File: src/rtl/fwd_pkg.sv
`default_nettype none
// ---------------------------------------------------------------------------
// fwd_pkg : shared entry type and helpers for the forwarding/hazard controller
// Revision: 1.0
// ---------------------------------------------------------------------------
package fwd_pkg;

  // Register fields are held at a fixed maximum width so the entry type can
  // live in a package; narrower register addresses are zero-extended.
  localparam int FWD_RW_MAX  = 8;
  localparam int FWD_MAX_ENT = 16;
  localparam int FWD_RF      = 0;

  typedef struct packed {
    logic                  valid;
    logic [FWD_RW_MAX-1:0] rd;
    logic                  wr;
    logic                  load;
    logic                  store;
    logic [FWD_RW_MAX-1:0] st_rs;
  } fwd_entry_t;

  // Lowest set index wins (youngest producer); -1 when nothing matches.
  function automatic int fwd_youngest(input logic [FWD_MAX_ENT-1:0] hits);
    int idx;
    idx = -1;
    for (int i = FWD_MAX_ENT - 1; i >= 0; i--) begin
      if (hits[i]) idx = i;
    end
    return idx;
  endfunction

endpackage
`default_nettype wire

File: src/rtl/fwd_match_enc.sv
`default_nettype none
// ---------------------------------------------------------------------------
// fwd_match_enc : youngest in-flight producer lookup for one source register
// Revision: 1.0
// ---------------------------------------------------------------------------
module fwd_match_enc
  import fwd_pkg::*;
#(
  parameter int DEPTH = 2,
  parameter int SELW  = $clog2(DEPTH + 1)
) (
  input  fwd_entry_t [DEPTH:0]  ents,
  input  logic [FWD_RW_MAX-1:0] rs,
  input  logic                  used,
  output logic                  hit,
  output logic [SELW-1:0]       stage,
  output logic                  is_load
);

  logic [FWD_MAX_ENT-1:0] w_hits;
  int                     w_idx;
  logic                   w_unused_fields;

  always_comb begin
    w_hits          = '0;
    w_unused_fields = 1'b0;
    for (int j = 0; j <= DEPTH; j++) begin
      w_hits[j] = used & ents[j].valid & ents[j].wr & (ents[j].rd == rs);
      w_unused_fields = w_unused_fields ^ ents[j].store ^ (^ents[j].st_rs);
    end
  end

  // stage is the entry index j of the youngest match
  always_comb begin
    w_idx   = fwd_youngest(w_hits);
    hit     = (w_idx >= 0);
    stage   = '0;
    is_load = 1'b0;
    for (int j = 0; j <= DEPTH; j++) begin
      if (w_idx == j) begin
        stage   = SELW'(j);
        is_load = ents[j].load;
      end
    end
  end

endmodule
`default_nettype wire

File: src/rtl/fwd_hazard_ctrl.sv
`default_nettype none
// ---------------------------------------------------------------------------
// fwd_hazard_ctrl : EX/store-data forward selects and load-use ID stall
// Revision: 1.0
// ---------------------------------------------------------------------------
module fwd_hazard_ctrl
  import fwd_pkg::*;
#(
  parameter int NUM_SRC    = 2,
  parameter int RW         = 5,
  parameter int DEPTH      = 2,
  parameter int LOAD_STAGE = 2,
  parameter int STORE_SRC  = 1,
  parameter int SELW       = $clog2(DEPTH + 1)
) (
  input  logic                    clk,
  input  logic                    rst,
  input  logic                    id_valid_i,
  input  logic [NUM_SRC*RW-1:0]   id_rs_i,
  input  logic [NUM_SRC-1:0]      id_rs_used_i,
  input  logic [RW-1:0]           id_rd_i,
  input  logic                    id_regwrite_i,
  input  logic                    id_load_i,
  input  logic                    id_store_i,
  input  logic                    hold_i,
  input  logic                    flush_i,
  output logic                    stall_o,
  output logic [NUM_SRC*SELW-1:0] ex_fwd_sel_o,
  output logic                    mem_st_fwd_o,
  output logic [SELW-1:0]         mem_st_fwd_sel_o
);

  fwd_entry_t [DEPTH:0]    r_ent;
  fwd_entry_t [DEPTH:0]    w_st_ents;
  fwd_entry_t              w_new;
  logic [NUM_SRC-1:0]      w_hit;
  logic [NUM_SRC-1:0]      w_load;
  logic [NUM_SRC*SELW-1:0] w_stage;
  logic                    w_st_hit;
  logic                    w_st_load;
  logic [SELW-1:0]         w_st_stage;
  logic                    w_st_ok;
  logic                    w_stall;
  logic                    w_take;
  logic [NUM_SRC*SELW-1:0] r_ex_sel;
  logic                    r_st_fwd;
  logic [SELW-1:0]         r_st_sel;

  always_comb begin
    w_new       = '0;
    w_new.valid = 1'b1;
    w_new.rd    = FWD_RW_MAX'(id_rd_i);
    w_new.wr    = id_regwrite_i & (id_rd_i != '0);
    w_new.load  = id_load_i;
    w_new.store = id_store_i;
    w_new.st_rs = FWD_RW_MAX'(id_rs_i[STORE_SRC*RW +: RW]);
  end

  generate
    for (genvar s = 0; s < NUM_SRC; s++) begin : g_src
      fwd_match_enc #(
        .DEPTH (DEPTH),
        .SELW  (SELW)
      ) u_enc (
        .ents    (r_ent),
        .rs      (FWD_RW_MAX'(id_rs_i[s*RW +: RW])),
        .used    (id_rs_used_i[s]),
        .hit     (w_hit[s]),
        .stage   (w_stage[s*SELW +: SELW]),
        .is_load (w_load[s])
      );
    end
  endgenerate

  // The store in e[0] must not match itself, so its own slot is masked out.
  always_comb begin
    w_st_ents          = r_ent;
    w_st_ents[0].valid = 1'b0;
  end

  fwd_match_enc #(
    .DEPTH (DEPTH),
    .SELW  (SELW)
  ) u_st_enc (
    .ents    (w_st_ents),
    .rs      (r_ent[0].st_rs),
    .used    (r_ent[0].valid & r_ent[0].store),
    .hit     (w_st_hit),
    .stage   (w_st_stage),
    .is_load (w_st_load)
  );

  // Store data is consumed one stage later, so that source may tolerate a
  // load that is one stage younger.
  always_comb begin
    w_stall = 1'b0;
    for (int s = 0; s < NUM_SRC; s++) begin
      if (w_hit[s] && w_load[s]) begin
        if ((s == STORE_SRC) && id_store_i) begin
          if (int'(w_stage[s*SELW +: SELW]) + 2 < LOAD_STAGE) w_stall = 1'b1;
        end else if (int'(w_stage[s*SELW +: SELW]) + 1 < LOAD_STAGE) begin
          w_stall = 1'b1;
        end
      end
    end
  end

  assign stall_o = ~rst & id_valid_i & ~flush_i & w_stall;
  assign w_take  = id_valid_i & ~stall_o & ~flush_i;
  assign w_st_ok = r_ent[0].valid & r_ent[0].store & ~flush_i & w_st_hit &
                   w_st_load & (int'(w_st_stage) < DEPTH);

  always_ff @(posedge clk) begin
    if (rst) begin
      r_ent    <= '0;
      r_ex_sel <= '0;
      r_st_fwd <= 1'b0;
      r_st_sel <= '0;
    end else if (!hold_i) begin
      r_ent[0] <= w_take ? w_new : '0;
      for (int k = 1; k <= DEPTH; k++) begin
        r_ent[k] <= r_ent[k-1];
      end
      if (flush_i) r_ent[1] <= '0;
      // A producer in e[DEPTH] retires this edge, so the register file has it.
      for (int s = 0; s < NUM_SRC; s++) begin
        r_ex_sel[s*SELW +: SELW] <=
          (w_take && w_hit[s] && (int'(w_stage[s*SELW +: SELW]) < DEPTH)) ?
          w_stage[s*SELW +: SELW] + SELW'(1) : SELW'(FWD_RF);
      end
      r_st_fwd <= w_st_ok;
      r_st_sel <= w_st_ok ? w_st_stage + SELW'(1) : SELW'(FWD_RF);
    end
  end

  assign ex_fwd_sel_o     = r_ex_sel;
  assign mem_st_fwd_o     = r_st_fwd;
  assign mem_st_fwd_sel_o = r_st_sel;

endmodule
`default_nettype wire

File: config.mk
export PLATFORM = sky130hd
export DESIGN_NAME = fwd_hazard_ctrl
export DESIGN_NICKNAME = d
export VERILOG_FILES = /design/src/rtl/fwd_pkg.sv /design/src/rtl/fwd_match_enc.sv /design/src/rtl/fwd_hazard_ctrl.sv
export SDC_FILE = /design/constraint.sdc
export NUM_CORES = 1
export LEC_CHECK = 0
export BUFFER_PORTS_ARGS = -buffer_cell sky130_fd_sc_hd__buf_2
export CORE_MARGIN = 3
export CORE_UTILIZATION = 46
export CTS_CLUSTER_DIAMETER = 30
export DETAILED_ROUTE_END_ITERATION = 8
export GPL_TIMING_DRIVEN = 0
export PLACE_DENSITY = 0.65
export SLEW_MARGIN = 15
export SYNTH_ARGS = -nofsm -noshare
export SYNTH_HDL_FRONTEND = slang
export SYNTH_HIERARCHICAL = 1
export SYNTH_SLANG_ARGS = --single-unit
File: constraint.sdc
create_clock -name clk -period 2.6 [get_ports clk]
set_input_delay 0.26 -clock clk [delete_from_list [all_inputs] [get_ports clk]]
set_output_delay 0.26 -clock clk [all_outputs]
set_load 0.005 [all_outputs]
# Word-level counts from Yosys, hierarchy flattened
# Index checks and enable logic that the tools add are counted.
# word_totals
regBits	49
out_inout_bits	8
word_cells	128
# op_classes
add_sub_neg	6
order_cmp	9
eq_ne	14
muxes	34
bitwise_logic	38
n_reduce_logical	10
# op_table
op	n
two-way mux 32 bit	8
equality test 32 x 2 -> 1 bit (second input constant)	3
equality test 32 x 3 -> 1 bit (second input constant)	3
>= comparator 32 x 1 -> 1 bit (second input constant)	3
logical NOT 32 bit	3
equality test 8 x 5 -> 1 bit	6
two-way mux 20 bit	2
bitwise AND 1 bit	35
two-way mux 1 bit	18
equality test 8 bit	2
two-way mux 2 bit	6
less-than comparator 3 x 2 -> 1 bit (second input constant)	3
adder 2 x 1 -> 2 bit (second input constant)	3
adder 2 x 1 -> 3 bit (second input constant)	2
logical AND 1 bit	6
less-than comparator 2 bit (second input constant)	3
nonzero test 5 bit	1
adder 2 x 2 -> 3 bit (second input constant)	1
NOT 1 bit	3

# Logic depth before layout (Yosys ltp)
# Gate-level depths: netlist of run 1.
# depth
ltp_word	23
ltp_mapped	11
mapped_depth_nobuf	10

# By module
# Netlist of run 1, hierarchy kept.
# by_module_without_submodules
module	n_inst	cells_each	area_each_um2	seq_area_each_um2
fwd_hazard_ctrl	1	178	1833.0	980.9
fwd_match_enc	3	46	349.1	0.0

# Worst setup path after synthesis of run 1
# No wires, ideal clock.
# synth_timing
kind	flip-flop to flip-flop
start	reg r_ent[55] (netlist bit)
end	reg r_ent[11] (netlist bit)
arrival_ps	2233
t_required_ps	2541
setup_slack_ps	308
path_stages_with_launch	12
path_cell_list	dfxtp_1 xnor2_1 nand4_1 nor3_1 nand2_1 nor3b_2 inv_1 ha_1 and4b_1 a311oi_4 buf_6 a22o_1
# synth_between
elab_cells_between_ends	47
# synth_rtl
element	line	rtl
from (decl)	fwd_hazard_ctrl.sv:33	fwd_entry_t [DEPTH:0] r_ent;
from (signal, indexed assignment)	fwd_hazard_ctrl.sv:122	r_ent[k] <= r_ent[k-1];
equality test 8 x 5 -> 1 bit *	fwd_match_enc.sv:28	w_hits[j] = used & ents[j].valid & ents[j].wr & (ents[j].rd == rs);
bitwise AND 1 bit *	fwd_match_enc.sv:28	
two-way mux 32 bit * (3 in a row)	fwd_pkg.sv:28	if (hits[i]) idx = i;
equality test 32 x 3 -> 1 bit *	fwd_match_enc.sv:40	if (w_idx == j) begin
two-way mux 2 bit *	fwd_match_enc.sv:40	
named net w_stage[3]	fwd_hazard_ctrl.sv:38	logic [NUM_SRC*SELW-1:0] w_stage;
adder 2 x 1 -> 3 bit / adder 2 x 2 -> 3 bit (equally long branches)	fwd_hazard_ctrl.sv:101, fwd_hazard_ctrl.sv:100	
less-than comparator 3 x 2 -> 1 bit (on tied branches)	fwd_hazard_ctrl.sv:101, fwd_hazard_ctrl.sv:100	
two-way mux 1 bit (on tied branches)	fwd_hazard_ctrl.sv:101, fwd_hazard_ctrl.sv:100	
two-way mux 1 bit *	fwd_hazard_ctrl.sv:99	if ((s == STORE_SRC) && id_store_i) begin
two-way mux 1 bit *	fwd_hazard_ctrl.sv:98	if (w_hit[s] && w_load[s]) begin
bitwise AND 1 bit *	fwd_hazard_ctrl.sv:108	assign stall_o = ~rst & id_valid_i & ~flush_i & w_stall;
NOT 1 bit *	fwd_hazard_ctrl.sv:109	assign w_take = id_valid_i & ~stall_o & ~flush_i;
bitwise AND 1 bit * (2 in a row)	fwd_hazard_ctrl.sv:109	
two-way mux 20 bit *	fwd_hazard_ctrl.sv:120	r_ent[0] <= w_take ? w_new : '0;
# The timed path passes the listed nets; every way through them passes the cells marked *.
# A chain may end at the register's enable or synchronous reset.

# Final worst setup path of run 1
# layout_timing
start	reg r_ent[54] (netlist bit)
end	out stall_o
# layout_between
elab_cells_between_ends	43
# layout_rtl
element	line	rtl
equality test 8 x 5 -> 1 bit *	fwd_match_enc.sv:28	
bitwise AND 1 bit *	fwd_match_enc.sv:28	
two-way mux 32 bit * (3 in a row)	fwd_pkg.sv:28	
equality test 32 x 3 -> 1 bit *	fwd_match_enc.sv:40	
two-way mux 2 bit *	fwd_match_enc.sv:40	
named net w_stage[3]	fwd_hazard_ctrl.sv:38	
adder 2 x 1 -> 3 bit / adder 2 x 2 -> 3 bit (equally long branches)	fwd_hazard_ctrl.sv:101, fwd_hazard_ctrl.sv:100	
less-than comparator 3 x 2 -> 1 bit (on tied branches)	fwd_hazard_ctrl.sv:101, fwd_hazard_ctrl.sv:100	
two-way mux 1 bit (on tied branches)	fwd_hazard_ctrl.sv:101, fwd_hazard_ctrl.sv:100	
two-way mux 1 bit *	fwd_hazard_ctrl.sv:99	
two-way mux 1 bit *	fwd_hazard_ctrl.sv:98	
bitwise AND 1 bit *	fwd_hazard_ctrl.sv:108	
to (decl)	fwd_hazard_ctrl.sv:27	output logic stall_o,
# Marks and branches as above.

==> impl_metrics.prom, run 1 <==
# TYPE chip_impl_metric gauge
chip_impl_info{name="status",value="complete, but fails checks"} 1
chip_impl_info{name="violations",value="negative setup slack"} 1
chip_impl_metric{name="arrival",unit="ns"} 2.40
chip_impl_metric{name="track_usage",unit=""} 0.208
chip_impl_metric{name="ant_diodes",unit=""} 0
chip_impl_metric{name="grt_pass1_vias",unit=""} 2065
chip_impl_metric{name="num-fill-cells",unit=""} 508
chip_impl_metric{name="routed_wire_length_per_instance",unit="um"} 13.9
chip_impl_metric{name="clk_latency",unit="ns"} 0.29
chip_impl_info{name="worst_r2r_endpoint",value="r_ent[10]$_SDFFE_PP0N_"} 1
chip_impl_metric{name="layout_setup_ws",unit="ns"} -0.0626
chip_impl_metric{name="io_buffers",unit=""} 31
chip_impl_info{name="start_kind",value="flip-flop"} 1
chip_impl_metric{name="yosysWarnings",unit=""} 6
chip_impl_metric{name="core_box_area",unit="um^2"} 5140
chip_impl_metric{name="post_dr_vias_cell",unit=""} 5.00
chip_impl_metric{name="pwr-share-clk",unit=""} 0.335
chip_impl_metric{name="finalNonFillerCells",unit=""} 451
chip_impl_info{name="crit_type",value="reg -> out"} 1
chip_impl_info{name="setup.worst_path.end",value="stall_o"} 1
chip_impl_metric{name="totalWireLength",unit="um"} 6280
chip_impl_metric{name="switching_share_of_total_power",unit=""} 0.281
chip_impl_info{name="worst_hold_path_type",value="in -> reg"} 1
chip_impl_info{name="grt_setup_unrepaired",value="true"} 1
chip_impl_metric{name="max_clock_freq",unit="MHz"} 376
chip_impl_metric{name="syn_to_final_growth",unit="%"} 30.2
chip_impl_metric{name="ir_worst_vdd",unit="uV"} 270
chip_impl_metric{name="placed_cells_incl_taps",unit=""} 430
chip_impl_info{name="clock_tree_from_tritoncts",value="built"} 1
chip_impl_metric{name="multi_input_comb_area",unit="um^2"} 1920
chip_impl_metric{name="minimum_clock_period_after_layout",unit="ns"} 2.66
chip_impl_metric{name="total_nets_final",unit=""} 407
chip_impl_metric{name="first_pass_iters",unit=""} 4
chip_impl_metric{name="dr_total_vias",unit=""} 2256
chip_impl_metric{name="fin_tns_setup",unit="ns"} -0.117
chip_impl_metric{name="cp_max_fo",unit=""} 4
chip_impl_metric{name="place.detailed.hpwl",unit="um"} 4860
chip_impl_metric{name="register_area",unit="um^2"} 766
chip_impl_metric{name="num_io_pins",unit=""} 33
chip_impl_metric{name="iteration_0_drc_count_of_the_detailed_router",unit=""} 91
chip_impl_metric{name="leakage",unit="nW"} 1.45
chip_impl_metric{name="ff2ff_setup_slack",unit="ns"} -0.02
chip_impl_metric{name="total_switching_power",unit="mW"} 0.329
chip_impl_metric{name="final_antenna_net_count",unit=""} 0
chip_impl_metric{name="setup_viol_count_final",unit=""} 4
chip_impl_metric{name="final.period_utilization",unit=""} 1.02
chip_impl_metric{name="tritoncts.num_buffers",unit=""} 5
chip_impl_metric{name="cts_max_path_buffers",unit=""} 2
chip_impl_info{name="final_common_cell",value="sky130_fd_sc_hd__conb_1"} 1
chip_impl_metric{name="grt_pass1_wl",unit="um"} 10000
chip_impl_metric{name="globalRoute.totalOverflow",unit=""} 0
chip_impl_metric{name="starting_density",unit=""} 0.480
chip_impl_metric{name="clkSinkCount",unit=""} 37
chip_impl_metric{name="layout-drive-gt1-share",unit=""} 0.244
chip_impl_metric{name="timing_worst_slew_pin_value",unit="ns"} 0.522
chip_impl_metric{name="worst-endpoint-required",unit="ns"} 2.34
chip_impl_metric{name="fp.dieArea",unit="um^2"} 6280
chip_impl_metric{name="comb_power_share",unit=""} 0.169
chip_impl_metric{name="largest_net_degree_at_the_start_of_global_routing",unit=""} 12
chip_impl_info{name="mostFrequentLayoutCells",value="sky130_fd_sc_hd__conb_1 (55), sky130_fd_sc_hd__xor2_1 (35), sky130_fd_sc_hd__buf_2 (33), sky130_fd_sc_hd__xnor2_1 (33), sky130_fd_sc_hd__nor2_1 (26)"} 1
chip_impl_info{name="crit-reg2reg-launch",value="r_ent[54]$_SDFFE_PP0N_"} 1
chip_impl_metric{name="ctsHoldBuffers",unit=""} 0
chip_impl_info{name="end_kind",value="primary output"} 1
chip_impl_metric{name="internal-power",unit="mW"} 0.843
chip_impl_metric{name="die_y",unit="um"} 79.2
chip_impl_metric{name="synth_area_per_cell",unit="um^2"} 8.97
chip_impl_metric{name="cap_viol_max_count",unit=""} 0
chip_impl_metric{name="maxSlewViolCount",unit=""} 0
chip_impl_info{name="clock-root-buffer",value="sky130_fd_sc_hd__clkbuf_8"} 1
chip_impl_metric{name="gp_congestion",unit=""} 0.860
chip_impl_metric{name="postSynthCellCount",unit=""} 275
chip_impl_metric{name="report.final.hold_viol_count",unit=""} 0
chip_impl_metric{name="fp.dieW",unit="um"} 79.2
chip_impl_metric{name="placementRows",unit=""} 26
chip_impl_metric{name="power_per_cell_area",unit="nW/um^2"} 365
chip_impl_metric{name="clkTransAtPathRegs",unit="ns"} 0.07
chip_impl_metric{name="clock_skew",unit="ns"} 0.00574
chip_impl_info{name="worst_setup_path_startpoint",value="r_ent[54]$_SDFFE_PP0N_"} 1
chip_impl_metric{name="drcViolationCount",unit=""} 0
chip_impl_metric{name="synthesis.area",unit="um^2"} 2470
chip_impl_metric{name="pwr-share-seq",unit=""} 0.497
chip_impl_metric{name="antenna_found_initial",unit=""} 0
chip_impl_metric{name="rr_worst_depth",unit=""} 12
chip_impl_metric{name="slew_headroom",unit=""} 0.652
chip_impl_metric{name="total_power",unit="mW"} 1.17
chip_impl_metric{name="htree_num_levels",unit=""} 2
[sequential cells by signal, indices dropped and copies added, names as in the netlist]
| signal | cells |
|---|---|
| ex_fwd_sel_o | 4 |
| mem_st_fwd_o | 1 |
| mem_st_fwd_sel_o | 2 |
| r_ent | 30 |
[how the worst min path moves through the flow]
stage | startpoint | end | slack, ns | cells past startpoint
6_report | id_load_i | r_ent[9]$_SDFFE_PP0N_ | 0.18 | 2
3_5_place_dp | ex_fwd_sel_o[2]$_SDFFE_PP0N_ | ex_fwd_sel_o[2]$_SDFFE_PP0N_ | 0.45 | 1
4_1_cts | id_load_i | r_ent[9]$_SDFFE_PP0N_ | 0.18 | 2
3_3_place_gp | ex_fwd_sel_o[0]$_SDFFE_PP0N_ | ex_fwd_sel_o[0]$_SDFFE_PP0N_ | 0.45 | 1
2_1_floorplan | id_rs_i[5] | r_ent[0]$_SDFFE_PP0N_ | 0.39 | 1
5_1_grt | id_load_i | r_ent[9]$_SDFFE_PP0N_ | 0.17 | 2
[metal layers]
layer / track usage / part of all wire
met3: 0.0329 / 0.035
met4: 0.0893 / 0.025
met2: 0.348 / 0.49
met1: 0.263 / 0.45
met5: 0 / 0
[final cells by class]
class                   instances  share of cell area
plain buffers                  13              0.0206
clock buffers                   6              0.0226
clock inverters                 2             0.00312
inverters                       8             0.00935
multi-input cells             271               0.598
flip-flops and latches         37               0.238
well taps                      70              0.0273
repair buffers                 44              0.0810
[through the flow]
step / worst slack, ns / hold WS (ns) / instance area (um^2) / util
after global placement: -0.144 / 0.447 / 2910 / 0.567
after floorplan: 0.308 / 0.386 / 2670 / -
after CTS: -0.0658 / 0.178 / 3070 / 0.598
final: -0.0626 / 0.181 / 3210 / 0.625
after detailed placement: -0.152 / 0.449 / 2910 / 0.567
after global routing: -0.210 / 0.171 / 3210 / 0.625
[worst max-delay path: stages (launching register included)]
cell and delay [ns]:
sky130_fd_sc_hd__dfxtp_2 0.36, sky130_fd_sc_hd__xnor2_1 0.18, sky130_fd_sc_hd__nand4_1 0.14, sky130_fd_sc_hd__nor3_2 0.23
sky130_fd_sc_hd__nand2_1 0.14, sky130_fd_sc_hd__nor3b_4 0.23, sky130_fd_sc_hd__inv_1 0.07, sky130_fd_sc_hd__ha_2 0.17
sky130_fd_sc_hd__and4b_2 0.21, sky130_fd_sc_hd__a31oi_1 0.17, sky130_fd_sc_hd__nor4b_1 0.07, sky130_fd_sc_hd__buf_2 0.14
[what timing repair did]
action | in CTS | in global routing
gates resized for setup | 12 | 23
setup endpoints to repair | 18 | 16
pin swaps | 3 | 13
buffers inserted | 6 | 6
cloned | 0 | 1
[power groups by stage]
| stage | sequential [mW] | combinational (mW) | clock, mW |
|---|---|---|---|
| 4_1_cts | 0.584 | 0.185 | 0.398 |
| 2_1_floorplan | 0.594 | 0.129 | 0 |
| 6_report | 0.582 | 0.197 | 0.392 |
| 3_5_place_dp | 0.598 | 0.179 | 0 |
| 3_3_place_gp | 0.598 | 0.178 | 0 |
| 5_1_grt | 0.583 | 0.219 | 0.431 |
No activity file was read; power rests on OpenSTA's default activity.
==> run 2, diff against run 1 <==
CELL_PAD_IN_SITES_DETAIL_PLACEMENT = 1   (was not set)
CELL_PAD_IN_SITES_GLOBAL_PLACEMENT = 1   (was not set)
CORE_UTILIZATION = 45   (was 46)
PLACE_DENSITY = not set   (was 0.65)
PLACE_DENSITY_LB_ADDON = 0.1   (was not set)
==> run 2 against run 1 <==
Compared with the run above: the run still ends with negative setup slack left; via count rose by 7.3%; setup slack got worse by 0.29 ns; global-route usage rose by 4.0 points; sequential power barely moved; sequential share of layout area fell by 0.16 points; die area rose by 2.0%; clock skew rose by 0.0048 ns; maximum frequency fell by 10%; wire length rose by 42%; clock-buffer cell count did not move; critical path type unchanged; largest cell class unchanged.
==> impl_metrics.prom, run 2 (same netlist as run 1, synthesis figures left out) <==
# TYPE chip_impl_metric gauge
chip_impl_metric{name="fin_tns_setup",unit="ns"} -1.19
chip_impl_metric{name="starting_density",unit=""} 0.474
chip_impl_metric{name="finalNonFillerCells",unit=""} 449
chip_impl_info{name="violations",value="negative setup slack"} 1
chip_impl_metric{name="timing.critical_path.slowest_cell_delay",unit="ns"} 0.46
chip_impl_metric{name="htree_num_levels",unit=""} 2
chip_impl_metric{name="grt_pass1_wl",unit="um"} 11900
chip_impl_metric{name="power_per_cell_area",unit="nW/um^2"} 415
chip_impl_metric{name="max_clock_freq",unit="MHz"} 338
chip_impl_metric{name="cp_max_fo",unit=""} 5
chip_impl_metric{name="ant_diodes",unit=""} 0
chip_impl_metric{name="total_power",unit="mW"} 1.34
chip_impl_info{name="worst_path_max_delay_cell",value="sky130_fd_sc_hd__dfxtp_2"} 1
chip_impl_info{name="worst_hold_path_startpoint",value="id_load_i"} 1
chip_impl_info{name="end_kind",value="primary output"} 1
chip_impl_metric{name="report.final.hold_viol_count",unit=""} 0
chip_impl_info{name="final_common_cell",value="sky130_fd_sc_hd__conb_1"} 1
chip_impl_info{name="clock-root-buffer",value="sky130_fd_sc_hd__clkbuf_8"} 1
chip_impl_metric{name="clk_latency",unit="ns"} 0.32
chip_impl_metric{name="minimum_clock_period_after_layout",unit="ns"} 2.96
chip_impl_metric{name="largest_register_ff_count",unit=""} 30
chip_impl_metric{name="syn_to_final_growth",unit="%"} 31.3
chip_impl_metric{name="layout-drive-gt1-share",unit=""} 0.248
chip_impl_metric{name="first_pass_iters",unit=""} 4
chip_impl_metric{name="post_dr_vias_cell",unit=""} 5.39
chip_impl_metric{name="globalRoute.totalOverflow",unit=""} 0
chip_impl_metric{name="gp_congestion",unit=""} 0.843
chip_impl_info{name="worst_hold_path_type",value="in -> reg"} 1
chip_impl_metric{name="io_buffers",unit=""} 31
chip_impl_metric{name="track_usage",unit=""} 0.248
chip_impl_metric{name="clkSinkCount",unit=""} 37
chip_impl_metric{name="tritoncts.num_buffers",unit=""} 5
chip_impl_metric{name="num-fill-cells",unit=""} 644
chip_impl_info{name="clock_tree_from_tritoncts",value="built"} 1
chip_impl_metric{name="drcViolationCount",unit=""} 0
chip_impl_metric{name="worst-endpoint-required",unit="ns"} 2.34
chip_impl_metric{name="dr_total_vias",unit=""} 2420
chip_impl_metric{name="total_nets_final",unit=""} 405
chip_impl_metric{name="setup_viol_count_final",unit=""} 18
chip_impl_metric{name="place_area",unit="um^2"} 2910
chip_impl_metric{name="largest_net_degree_at_the_start_of_global_routing",unit=""} 13
chip_impl_metric{name="fp.dieArea",unit="um^2"} 6410
chip_impl_info{name="crit_type",value="reg -> out"} 1
chip_impl_metric{name="place.detailed.hpwl",unit="um"} 5570
chip_impl_metric{name="antenna_found_initial",unit=""} 0
chip_impl_metric{name="clkTransAtPathRegs",unit="ns"} 0.08
chip_impl_info{name="status",value="complete, but fails checks"} 1
chip_impl_metric{name="worst_hold_slack",unit="ns"} 0.154
chip_impl_info{name="crit-reg2reg-launch",value="r_ent[32]$_SDFFE_PP0N_"} 1
chip_impl_metric{name="grt_pass1_vias",unit=""} 2447
chip_impl_metric{name="final_design_area_no_fill",unit="um^2"} 3240
chip_impl_info{name="cp_top_family",value="simple AND/OR/NAND/NOR gates"} 1
chip_impl_info{name="start_kind",value="flip-flop"} 1
chip_impl_info{name="grt_setup_unrepaired",value="true"} 1
chip_impl_metric{name="totalWireLength",unit="um"} 8880
chip_impl_metric{name="arrival",unit="ns"} 2.70
chip_impl_metric{name="maxSlewViolCount",unit=""} 0
chip_impl_metric{name="cap_viol_max_count",unit=""} 0
chip_impl_metric{name="routed_wire_length_per_instance",unit="um"} 19.8
chip_impl_info{name="mostFrequentLayoutCells",value="sky130_fd_sc_hd__conb_1 (55), sky130_fd_sc_hd__xor2_1 (36), sky130_fd_sc_hd__buf_2 (33)"} 1
chip_impl_metric{name="die_y",unit="um"} 80.0
chip_impl_metric{name="clock_skew",unit="ns"} 0.0106
chip_impl_metric{name="ir_worst_vdd",unit="uV"} 272
chip_impl_metric{name="core_box_area",unit="um^2"} 5200
chip_impl_metric{name="placed_cells_incl_taps",unit=""} 430
chip_impl_info{name="cell_chain_critical_path",value="xnor2_1 -> nand4_1 -> nor3_4 -> nor2_1 -> inv_1 -> ha_1 -> and4b_2 -> a31oi_4 -> nor4b_2 -> buf_2"} 1
chip_impl_metric{name="iteration_0_drc_count_of_the_detailed_router",unit=""} 149
chip_impl_info{name="regMostFlops",value="r_ent"} 1
chip_impl_metric{name="fp.dieW",unit="um"} 80.0
chip_impl_metric{name="num_io_pins",unit=""} 33
chip_impl_metric{name="worstPathBufferInverterCount",unit=""} 2
chip_impl_metric{name="leakage",unit="nW"} 1.46
chip_impl_metric{name="timing_worst_slew_pin_value",unit="ns"} 0.524
chip_impl_metric{name="final.period_utilization",unit=""} 1.14
chip_impl_metric{name="slew_headroom",unit=""} 0.651
chip_impl_metric{name="placementRows",unit=""} 26
chip_impl_metric{name="ff2ff_setup_slack",unit="ns"} -0.09
chip_impl_info{name="worst_setup_path_startpoint",value="r_ent[11]$_SDFFE_PP0N_"} 1
chip_impl_metric{name="cts_max_path_buffers",unit=""} 2
chip_impl_metric{name="final_antenna_net_count",unit=""} 0
chip_impl_metric{name="layout_setup_ws",unit="ns"} -0.357
==> run 2: worst paths after layout <==
| check | to | cells past startpoint |
|---|---|---|
| setup / recovery | stall_o | 10 |
| hold / removal | r_ent[9]$_SDFFE_PP0N_ | 2 |
| setup reg to reg | r_ent[3]$_SDFFE_PP0N_ | 10 |
| hold reg to reg | ex_fwd_sel_o[3]$_SDFFE_PP0N_ | 1 |
==> run 2: where the power goes <==
part	leakage (nW)	switching (mW)	internal, mW
combinational	1.09	0.121	0.0860
clock	0.0574	0.241	0.312
sequential	0.307	0.0141	0.569
total	1.46	0.376	0.967
==> run 2: what timing repair did <==
action                                 in CTS  in global routing
setup endpoints to repair                  18                 16
gates resized for setup                    12                 22
hold buffers                                0                  0
setup buffers                               4                  7
pin swaps                                   3                 11
endpoints found under the hold margin       0                  0
==> run 2: worst reg2reg max path, stage by stage, from the launching register on <==
cell	delay, ns
sky130_fd_sc_hd__dfxtp_2	0.37
sky130_fd_sc_hd__xor2_1	0.16
sky130_fd_sc_hd__nor4_2	0.36
sky130_fd_sc_hd__nand3_1	0.23
sky130_fd_sc_hd__nor2_1	0.22
sky130_fd_sc_hd__inv_1	0.11
sky130_fd_sc_hd__ha_1	0.21
sky130_fd_sc_hd__and4b_2	0.25
sky130_fd_sc_hd__a311oi_4	0.35
sky130_fd_sc_hd__buf_6	0.21
sky130_fd_sc_hd__a22o_1	0.16
==> run 2: area by class of cell <==
class,instances,area [um^2],share of cell area
Clock inverter,2,37.5,0.0116
Clock buffer,6,82.6,0.0255
Tap cell,70,87.6,0.0270
Sequential cell,37,767,0.237
Buffer,13,66.3,0.0205
Timing Repair Buffer,42,241,0.0745
Inverter,8,30.0,0.00927
Multi-Input combinational cell,271,1930,0.595
==> run 2: per-stage QoR <==
stage	worst slack (ns)	util
final	-0.357	0.622
after global routing	-0.454	0.622
after CTS	-0.138	0.594
after detailed placement	-0.208	0.560
after global placement	-0.121	0.560
after floorplan	0.308	-
==> run 2: layer usage <==
layer | wire (um) | GRT usage | vias to the layer above
li1 | - | - | 1127
met4 | 391 | 0.120 | 0
met5 | 0 | 0 | -
met2 | 4600 | 0.450 | 92
met1 | 3430 | 0.277 | 1166
met3 | 465 | 0.0429 | 35
